## src/rtl/fpmul_feeder_pkg.sv

```systemverilog
// Shared types and constants for the serial-load FP32 multiplier operand feeder.
package fpmul_feeder_pkg;

    typedef enum logic [2:0] {
        RST_HOLD,
        SYNC,
        DRIVE_A,
        DRIVE_B,
        WAIT_RESULT
    } feeder_state_t;

    localparam int unsigned LOAD_A_OFS  = 1;
    localparam int unsigned LOAD_B_OFS  = 2;
    localparam int unsigned NORMAL_LAT  = 7;
    localparam int unsigned SPECIAL_LAT = 6;

    localparam logic [31:0] FP32_ZERO = 32'h0;

endpackage

```

## src/rtl/fpmul_result_fifo.sv

```systemverilog
// Result FIFO: synchronous, registered head, push and pop allowed together at any count.
module fpmul_result_fifo
    import fpmul_feeder_pkg::*;
#(
    parameter int unsigned DEPTH = 4,
    parameter int unsigned WIDTH = 32
) (
    input  logic                     clock,
    input  logic                     reset,
    input  logic                     push,
    input  logic [WIDTH-1:0]         push_data,
    input  logic                     pop,
    output logic [WIDTH-1:0]         head,
    output logic [$clog2(DEPTH):0]   count
);

    localparam int unsigned AW = $clog2(DEPTH);

    logic [WIDTH-1:0] mem [DEPTH];
    logic [AW-1:0]    rd_ptr;
    logic [AW-1:0]    wr_ptr;
    logic [AW-1:0]    rd_next;
    logic [AW:0]      left;
    logic             pop_ok;
    logic             push_ok;

    always_comb begin
        pop_ok  = pop && (count != '0);
        push_ok = push && ((count != (AW+1)'(DEPTH)) || pop_ok);
        rd_next = rd_ptr + AW'(pop_ok);
        left    = count - (AW+1)'(pop_ok);
    end

    always_ff @(posedge clock) begin
        if (push_ok) begin
            mem[wr_ptr] <= push_data;
        end
    end

    // Head is refreshed from the bypass path when the FIFO would otherwise be empty.
    always_ff @(posedge clock) begin
        if (reset) begin
            rd_ptr <= '0;
            wr_ptr <= '0;
            count  <= '0;
            head   <= '0;
        end else begin
            rd_ptr <= rd_next;
            if (push_ok) begin
                wr_ptr <= wr_ptr + AW'(1);
            end
            count <= left + (AW+1)'(push_ok);
            if (left == '0) begin
                if (push_ok) begin
                    head <= push_data;
                end
            end else begin
                head <= mem[rd_next];
            end
        end
    end

endmodule

```

## src/rtl/fpmul_operand_feeder.sv

```systemverilog
// Serialises operand pairs onto the multiplier's shared operand bus, owns its reset,
// captures products into an in-order result FIFO and recovers via a watchdog.
module fpmul_operand_feeder
    import fpmul_feeder_pkg::*;
#(
    parameter int unsigned RES_DEPTH  = 4,
    parameter int unsigned TIMEOUT    = 15,
    parameter int unsigned RST_CYCLES = 2
) (
    input  logic        clock,
    input  logic        reset,
    input  logic        in_valid,
    output logic        in_ready,
    input  logic [31:0] in_a,
    input  logic [31:0] in_b,
    output logic        out_valid,
    input  logic        out_ready,
    output logic [31:0] out_product,
    output logic        mul_nreset,
    output logic [31:0] mul_operand,
    input  logic [31:0] mul_product,
    input  logic        mul_ready,
    output logic        error,
    output logic [7:0]  drop_count
);

    localparam int unsigned CW = $clog2(RES_DEPTH) + 1;
    localparam int unsigned WW = $clog2(TIMEOUT + 1);
    localparam int unsigned RW = $clog2(RST_CYCLES + 1);

    feeder_state_t state;
    feeder_state_t state_next;

    logic          live;
    logic          hold_full;
    logic [31:0]   hold_a;
    logic [31:0]   hold_b;
    logic          slot_real;
    logic [31:0]   slot_b;
    logic [WW-1:0] wd_cnt;
    logic [RW-1:0] rst_cnt;

    logic          decide;
    logic          fire;
    logic          take;
    logic          push;
    logic          pop;
    logic [CW-1:0] fifo_count;
    logic [CW:0]   occ_next;

    assign in_ready  = live & ~hold_full;
    assign out_valid = (fifo_count != '0);

    always_comb begin
        state_next = state;
        decide     = 1'b0;
        fire       = 1'b0;
        case (state)
            RST_HOLD: begin
                if (rst_cnt == '0) begin
                    state_next = SYNC;
                end
            end
            SYNC: begin
                decide     = 1'b1;
                state_next = DRIVE_A;
            end
            DRIVE_A: begin
                if (mul_ready) begin
                    fire = 1'b1;
                end else begin
                    state_next = DRIVE_B;
                end
            end
            DRIVE_B: begin
                if (mul_ready) begin
                    fire = 1'b1;
                end else begin
                    state_next = WAIT_RESULT;
                end
            end
            WAIT_RESULT: begin
                if (mul_ready) begin
                    decide     = 1'b1;
                    state_next = DRIVE_A;
                end else if (wd_cnt == WW'(TIMEOUT - 1)) begin
                    fire = 1'b1;
                end
            end
            default: state_next = RST_HOLD;
        endcase
        if (fire) begin
            state_next = RST_HOLD;
        end

        push = (state == WAIT_RESULT) && mul_ready && slot_real;
        pop  = out_valid && out_ready;
        // The slot's result lands at the next decision, so room must account for this cycle's push as well.
        occ_next = {1'b0, fifo_count} + (CW+1)'(push) - (CW+1)'(pop);
        take     = decide && hold_full && (occ_next < (CW+1)'(RES_DEPTH));
    end

    always_ff @(posedge clock) begin
        if (reset) begin
            state       <= RST_HOLD;
            live        <= 1'b0;
            hold_full   <= 1'b0;
            hold_a      <= '0;
            hold_b      <= '0;
            slot_real   <= 1'b0;
            slot_b      <= '0;
            wd_cnt      <= '0;
            rst_cnt     <= '0;
            error       <= 1'b0;
            drop_count  <= '0;
            mul_operand <= '0;
            mul_nreset  <= 1'b0;
        end else begin
            state <= state_next;
            live  <= 1'b1;

            if (in_valid && in_ready) begin
                hold_full <= 1'b1;
                hold_a    <= in_a;
                hold_b    <= in_b;
            end else if (take) begin
                hold_full <= 1'b0;
            end

            if (state == RST_HOLD) begin
                if (rst_cnt == '0) begin
                    mul_nreset <= 1'b1;
                end else begin
                    rst_cnt <= rst_cnt - RW'(1);
                end
            end

            if (decide) begin
                slot_real   <= take;
                slot_b      <= take ? hold_b : FP32_ZERO;
                mul_operand <= take ? hold_a : FP32_ZERO;
            end

            if (state == DRIVE_A) begin
                mul_operand <= slot_b;
            end

            if (state == DRIVE_B) begin
                mul_operand <= FP32_ZERO;
                wd_cnt      <= '0;
            end

            if ((state == WAIT_RESULT) && !mul_ready) begin
                wd_cnt <= wd_cnt + WW'(1);
            end

            if (fire) begin
                error       <= 1'b1;
                if (slot_real && (drop_count != 8'hFF)) begin
                    drop_count <= drop_count + 8'd1;
                end
                slot_real   <= 1'b0;
                mul_operand <= FP32_ZERO;
                mul_nreset  <= 1'b0;
                rst_cnt     <= RW'(RST_CYCLES - 1);
            end
        end
    end

    fpmul_result_fifo #(
        .DEPTH(RES_DEPTH),
        .WIDTH(32)
    ) u_result_fifo (
        .clock     (clock),
        .reset     (reset),
        .push      (push),
        .push_data (mul_product),
        .pop       (pop),
        .head      (out_product),
        .count     (fifo_count)
    );

endmodule

```

## config.mk

```make
export PLATFORM = sky130hd
export DESIGN_NAME = fpmul_operand_feeder
export DESIGN_NICKNAME = d
export VERILOG_FILES = /design/src/rtl/fpmul_feeder_pkg.sv /design/src/rtl/fpmul_result_fifo.sv /design/src/rtl/fpmul_operand_feeder.sv
export SDC_FILE = /design/constraint.sdc
export NUM_CORES = 1
export LEC_CHECK = 0
export ABC_AREA = 0
export CAP_MARGIN = 0
export CORE_ASPECT_RATIO = 0.75
export CORE_MARGIN = 2
export CORE_UTILIZATION = 54
export DETAILED_ROUTE_END_ITERATION = 6
export GPL_TIMING_DRIVEN = 0
export PLACE_DENSITY = 0.77
export SLEW_MARGIN = 20
export SYNTH_ARGS = -nofsm -noshare
export SYNTH_HDL_FRONTEND = slang
export SYNTH_SLANG_ARGS = --single-unit
```

## constraint.sdc

```tcl
create_clock -name clock -period 3.3 [get_ports clock]
set_input_delay 0.66 -clock clock [delete_from_list [all_inputs] [get_ports clock]]
set_output_delay 0.66 -clock clock [all_outputs]
set_load 0.05 [all_outputs]
```

# --- Word-level counts from Yosys, hierarchy flattened ---
# Memory sizes are Yosys's and may differ from the RTL's.
# Cells that the tools add are included.
op_classes:
  add_sub_neg: 9
  n_mul: 0
  div_mod_pow: 0
  n_lt_le_gt_ge: 1
  n_eq_ne: 13
  n_shift: 0
  muxes: 26
  bitwise_logic: 3
  reduce_logical: 28
ops:
  columns: ["op", "n"]
  rows:
  - ["32-bit two-way mux", 6]
  - ["3-bit case mux with 5 select lines", 1]
  - ["3-bit two-way mux", 4]
  - ["1-bit two-way mux", 11]
  - ["1-bit logical AND", 10]
  - ["8-bit by 1-bit adder with 8-bit output (second input constant)", 1]
  - ["4-bit two-way mux", 2]
  - ["2-bit inequality test (second input constant)", 4]
  - ["8-bit inequality test (second input constant)", 1]
  - ["2-bit AND reduction", 4]
  - ["2-bit nonzero test", 4]
  - ["3-bit by 2-bit == test with 1-bit output (second input constant)", 2]
  - ["3-bit zero test", 2]
  - ["3-bit by 1-bit adder with 4-bit output", 1]
  - ["4-bit by 1-bit adder with 4-bit output (second input constant)", 1]
  - ["4-bit == test (second input constant)", 1]
  - ["4-bit by 3-bit less-than comparator with 1-bit output (second input constant)", 1]
  - ["2-bit by 1-bit inequality test with 1-bit output (second input constant)", 2]
  - ["1-bit case mux with 2 select lines", 2]
  - ["4-bit AND reduction", 1]
  - ["2-bit OR reduction", 2]
  - ["4-bit by 1-bit subtractor with 4-bit output", 1]
  - ["3-bit by 1-bit adder with 3-bit output", 1]
  - ["3-bit by 1-bit == test with 1-bit output (second input constant)", 1]
  - ["other kinds (13)", 14]
word_totals:
  ff_bits: 189
  latchBits: 0
  mem_bits_rw: 128
  rom_bits: 0
  in_bits: 101
  mem_count: 1
memory_table:
  columns: ["memory", "words", "word_bits", "read_ports", "rd_ports_with_merged_regs", "write_ports", "line_no", "text"]
  rows:
  - ["u_result_fifo.mem", 4, 32, 1, 0, 1, "fpmul_result_fifo.sv:19", "logic [WIDTH-1:0] mem [DEPTH];"]

# --- Depth between registers and ports, before layout ---
depth:
  word_depth: 10
  depth_mapped: 12
  depth_no_buf: 11

# --- Cells and area by module ---
# Synthesis repeated with hierarchy kept, for this count alone.
unflattened:
  hier_cells: 1062
  area_unflattened_um2: 12197.9
by_module_without_submodules:
  columns: ["module", "n_inst", "cells_per_inst", "area_each_um2", "seq_area_each_um2"]
  rows:
  - ["fpmul_result_fifo", 1, 387, 6490.0, 4624.4]
  - ["fpmul_operand_feeder", 1, 675, 5708.0, 3002.9]

# --- Worst setup path after synthesis ---
# No wires, ideal clock.
synth_path:
  path_kind: "reg2reg"
  from: "reg u_result_fifo.count[2]"
  to: "reg slot_b[0]"
  setup_time_ps: 60
  arrival_time_ps: 3021
  required_ps: 3240
  setup_slack_ps: 219
  stages_incl_launch_ff: 13
  n_path_buf: 1
  synth_period_minus_slack_ps: 3081
  cell_sequence: "dfxtp_1 inv_1 nand3_1 and2_1 ha_1 inv_1 ha_1 and4b_4 a311o_1 a21o_1 nor3_4 buf_6 a22o_1"
synth_via:
  elab_chain_cells: 6
synth_rtl:
  columns: ["element", "line_no", "text"]
  rows:
  - ["start, declared", "fpmul_result_fifo.sv:14", "output logic [$clog2(DEPTH):0] count"]
  - ["start signal, assigned", "fpmul_result_fifo.sv:52", "count <= left + (AW+1)'(push_ok);"]
  - ["3-bit nonzero test", "fpmul_operand_feeder.sv:52", "assign out_valid = (fifo_count != '0);"]
  - ["net out_valid", "fpmul_operand_feeder.sv:16", "output logic out_valid,"]
  - ["1-bit logical AND", "fpmul_operand_feeder.sv:97", "pop = out_valid && out_ready;"]
  - ["4-bit by 1-bit subtractor with 4-bit output", "fpmul_operand_feeder.sv:99", "occ_next = {1'b0, fifo_count} + (CW+1)'(push) - (CW+1)'(pop);"]
  - ["4-bit by 3-bit less-than comparator with 1-bit output", "fpmul_operand_feeder.sv:100", "take = decide && hold_full && (occ_next < (CW+1)'(RES_DEPTH));"]
  - ["1-bit logical AND", "fpmul_operand_feeder.sv:100", null]
  - ["32-bit two-way mux", "fpmul_operand_feeder.sv:140", "slot_b <= take ? hold_b : FP32_ZERO;"]
  - ["end signal, assigned", "fpmul_operand_feeder.sv:140", null]
  - ["end, declared", "fpmul_operand_feeder.sv:39", "logic [31:0] slot_b;"]
# The timed path passes the listed nets, and every way through them passes these cells.
# A chain may end at the register's enable or synchronous reset.

# --- Worst setup path in the final report ---
layout_path:
  from: "reg u_result_fifo.count[2]"
  to: "reg u_result_fifo.head[18]"
layout_via:
  elab_chain_cells: 6
layout_rtl:
  columns: ["element", "line_no", "text"]
  rows:
  - ["3-bit nonzero test", "fpmul_result_fifo.sv:28, fpmul_operand_feeder.sv:52", null]
  - ["1-bit logical AND", "fpmul_operand_feeder.sv:97", null]
  - ["1-bit logical AND", "fpmul_result_fifo.sv:28", "pop_ok = pop && (count != '0);"]
  - ["2-bit by 1-bit adder with 2-bit output, or another cell as far along", "fpmul_result_fifo.sv:30", "rd_next = rd_ptr + AW'(pop_ok);"]
  - ["memory 4 x 32 bit, or another cell as far along", null, null]
  - ["32-bit two-way mux or 2-bit by 1-bit inequality test with 1-bit output (tied branches)", null, null]
  - ["end signal, assigned", "fpmul_result_fifo.sv:55", "head <= push_data;"]
  - ["end signal, assigned", "fpmul_result_fifo.sv:58", "head <= mem[rd_next];"]
  - ["end, declared", "fpmul_result_fifo.sv:13", "output logic [WIDTH-1:0] head,"]
# Several ways; a longest one is shown, not always the timed one.

==> out/summary.log <==
INFO  critical_path  regToRegSetupSlack=0.22ns
INFO  detailed_routing drc=0
INFO  placement      portBuffers=176
INFO  hold_path      min_path_type=reg -> reg
INFO  clocking       clkSlewWorstSetupHoldPaths=0.07ns
INFO  detailed_routing vias_after_detailed_routing=8895
INFO  critical_path  critical_path_class=reg -> reg
INFO  timing         fmax=325.0MHz
INFO  cells_and_area layout.cells.most_common_list=sky130_fd_sc_hd__dfxtp_1, sky130_fd_sc_hd__clkdlybuf4s50_1, sky130_fd_sc_hd__nand2_1
INFO  clocking       cts_tree=yes
INFO  timing         fin_crit_sh=0.9324
INFO  critical_path  cp_slowest_cell=sky130_fd_sc_hd__nor3_2
INFO  yosys          sequential_element_share_of_the_synthesized_area=0.6241
INFO  timing         grt_setup_unrepaired=false
INFO  timing         timing.final.max_slew_violations=0
INFO  floorplanning  std_cell_rows=47
INFO  cells_and_area layout_cell_share_with_drive_strength_beyond_1=0.09750
INFO  placement      detailedPlacementHpwl=21360um
INFO  global_route   antenna_found_initial=2
INFO  timing         slew_at_the_pin_closest_to_its_max_slew_limit=0.8304ns
INFO  detailed_routing route.detailed.vias_per_inst=5.637
INFO  detailed_routing postRouteAntennaNets=0
INFO  timing         clock-skew-final=0.01155ns
INFO  status         run_status=completed
INFO  timing         fin_ws=0.2231ns
INFO  timing         setup_viol_count_final=0
INFO  critical_path  cpMostUsedCell=sky130_fd_sc_hd__ha_1
INFO  yosys          postSynthNetCount=1162
INFO  yosys          netlist_instances=1046
INFO  global_route   global_route.usage.total=0.2557
INFO  clocking       cts_buffer_depth=3
INFO  yosys          syn-mean-instance-area=11.68um2
INFO  detailed_routing drt_iter0_markers=870
INFO  floorplanning  io_pins=177
INFO  critical_path  critPathRequiredTime=3.74ns
INFO  global_route   grt_first_pass_wirelength=46990um
INFO  power_and_ir_drop cellLeakagePower=0.005129uW
INFO  critical_path  path_cells=inv_1, nand3_1, and2_1, ha_1, ha_1, xor2_1, nor3_2, clkbuf_1, nor2_1, a211oi_1
INFO  detailed_routing drt_wirelength=31050um
INFO  power_and_ir_drop power=12750uW
INFO  placement      final_replace_weighted_congestion=0.8440
INFO  cells_and_area area_growth=26.76%
INFO  critical_path  crit_path_end_kind=flip-flop
INFO  placement      dpl.cell_count=1520
INFO  yosys          synth-edff-count=128
INFO  cells_and_area finish.net_count=1374
INFO  global_route   globalRoute.busiestLayer=met1
INFO  critical_path  timing.critical_path.slowest_cell_delay=0.62ns
INFO  cells_and_area stdcell_count=1578
INFO  floorplanning  design.core.area=22110um2
INFO  detailed_routing drt_pass_1_iters=5
INFO  yosys          netlist_area=12220um2
INFO  yosys          synth-warning-count=0
INFO  timing         finalHoldWorstSlack=0.4545ns
INFO  global_route   overflow=0
INFO  global_route   gr-usage-met3=0.03770
INFO  floorplanning  overall_die_area=23860um2
INFO  critical_path  start_kind=flip-flop
INFO  placement      post-place-ws=-0.5453ns
INFO  floorplanning  die_y=134.3um
INFO  timing         final_hold_violation_count=0
INFO  global_route   globalRouteMet2Util=0.3736
INFO  timing         min_period=3.077ns
INFO  detailed_routing drt-wirelength-per-cell=19.68um
INFO  global_route   grt_max_degree=28
INFO  power_and_ir_drop vdd_ir_drop_max=0.0006106V
INFO  yosys          yosys_register_bits=317
INFO  critical_path  cp.arrival=3.52ns
INFO  yosys          synthDistinctLibCells=49
INFO  clocking       clock_latency=0.55ns
INFO  job            max-cap-violations=0
INFO  clocking       cts_sinks=317
INFO  timing         slew_headroom=0.4464
INFO  cells_and_area layout.cells.most_common=sky130_fd_sc_hd__dfxtp_1
INFO  clocking       clk_root_buffer_cell=sky130_fd_sc_hd__clkbuf_16
INFO  power_and_ir_drop power_per_cell_area=823.4nW/um2
INFO  critical_path  crit_fanout=10
INFO  clocking       numCtsBuffers=30
INFO  global_route   vias_in_the_first_global_route=8449
INFO  floorplanning  die_w=177.7um
INFO  clocking       cts-htree-levels=1
INFO  global_route   grt.met1_usage=0.4016
INFO  yosys          async_reset_ff_frac=0
INFO  yosys          ys.flop_type=sky130_fd_sc_hd__dfxtp_1
INFO  floorplanning  initial_standard_cell_utilization_of_the_core=0.5527
==> worst paths after layout <==
| check | start | end | cells past startpoint |
|---|---|---|---|
| setup / recovery | u_result_fifo.count[2] | u_result_fifo.head[18] | 10 |
| hold / removal | hold_b[11] | hold_b[11] | 2 |
| setup reg to reg | u_result_fifo.count[2] | u_result_fifo.head[18] | 10 |
| hold reg to reg | hold_b[11] | hold_b[11] | 2 |
==> layout make-up <==
class,count,area (um2)
inverter,44,165.2
timing repair buffer,180,1842
multi-input combinational,612,4095
fill,1631,6620
clock buffer,40,883.3
clock inverter,16,162.7
buffer,73,342.8
sequential,317,7627
tap,294,367.9
antenna,2,5.005
==> power by group <==
part / switching (uW) / internal (uW) / leakage, uW
combinational: 3010 / 1650 / 0.00194
clock: 1470 / 2110 / 0.000501
sequential: 160 / 4350 / 0.00269
total: 4630 / 8120 / 0.00513
==> synth_stat cells (2+ instances only) <==
library cell               number  area share
sky130_fd_sc_hd__or2_2          2      0.0010
sky130_fd_sc_hd__nand3_1       37       0.015
sky130_fd_sc_hd__edfxtp_1     128        0.31
sky130_fd_sc_hd__and2_1         7      0.0036
sky130_fd_sc_hd__a21oi_1      104       0.043
sky130_fd_sc_hd__a22oi_1        2      0.0012
sky130_fd_sc_hd__nor4_1         2      0.0010
sky130_fd_sc_hd__a211oi_1      34       0.021
sky130_fd_sc_hd__nor3_1         7      0.0029
sky130_fd_sc_hd__nor3b_1        2      0.0012
sky130_fd_sc_hd__a31oi_1       32       0.016
sky130_fd_sc_hd__xnor2_1       11      0.0079
sky130_fd_sc_hd__mux4_2        32       0.059
sky130_fd_sc_hd__nand4_1        2      0.0010
sky130_fd_sc_hd__dfxtp_1      189        0.31
sky130_fd_sc_hd__xor2_1         3      0.0022
sky130_fd_sc_hd__buf_6          6      0.0055
sky130_fd_sc_hd__clkbuf_1      42       0.013
sky130_fd_sc_hd__ha_1          15       0.015
sky130_fd_sc_hd__a22o_1        32       0.023
sky130_fd_sc_hd__buf_2         13      0.0053
sky130_fd_sc_hd__nor2_1        87       0.027
sky130_fd_sc_hd__nand2_1      138       0.042
sky130_fd_sc_hd__inv_1         44       0.014
sky130_fd_sc_hd__o21ai_0        5      0.0020
sky130_fd_sc_hd__nor2b_1        4      0.0020
sky130_fd_sc_hd__mux2i_1       34       0.028
sky130_fd_sc_hd__buf_4          2      0.0012
sky130_fd_sc_hd__buf_1         10      0.0031
==> critical path: cells and delay by family (launching register included) <==
kind                     cells  cell delay (ns)
buffers and inverters        2             0.68
AND/OR/NAND/NOR              4             1.10
AO/OA/AOI/OAI                1             0.29
XOR/XNOR                     1             0.19
flip-flops                   1             0.34
adder cells (fa/ha/maj)      2             0.39
==> flip-flops by register name, indices dropped and copies added (netlist names), 2 cells and up <==
signal / cells
wd_cnt: 4
rst_cnt: 2
slot_b: 32
u_result_fifo.mem: 128
state: 3
u_result_fifo.rd_ptr: 2
hold_a: 32
mul_operand: 32
hold_b: 32
u_result_fifo.count: 3
drop_count: 8
u_result_fifo.wr_ptr: 2
u_result_fifo.head: 32
==> per-layer routing <==
layer	share of wire	routed length [um]
met1	0.47	14440
met2	0.44	13810
met3	0.069	2148
met4	0.021	652
met5	0	0
==> stage by stage <==
step | cell area [um2] | util | TNS, ns
6_report | 15490 | 0.7006 | 0
5_1_grt | 15490 | 0.7006 | 0
4_1_cts | 15490 | 0.7004 | 0
3_5_place_dp | 14440 | 0.6528 | -22.64
3_3_place_gp | 14350 | 0.6490 | -124.13
2_1_floorplan | 12220 | - | 0
==> logic make-up after synthesis <==
| kind of cell | after synthesis | synth area share |
|---|---|---|
| adder cells (fa/ha/maj) | 15 | 0.01536 |
| AO/OA/AOI/OAI | 214 | 0.1108 |
| flip-flops | 317 | 0.6241 |
| AND/OR/NAND/NOR | 302 | 0.1104 |
| XOR/XNOR | 14 | 0.01003 |
| multiplexers | 67 | 0.08774 |
| buffers and inverters | 117 | 0.04157 |
==> timing repair <==
| item | in CTS | in global routing |
|---|---|---|
| hold buffers | 0 | 0 |
| setup endpoints to repair | 20 | 0 |
| gates resized for setup | 1 | 0 |
| setup buffers | 0 | 0 |
No activity file was read; power rests on OpenSTA's default activity.
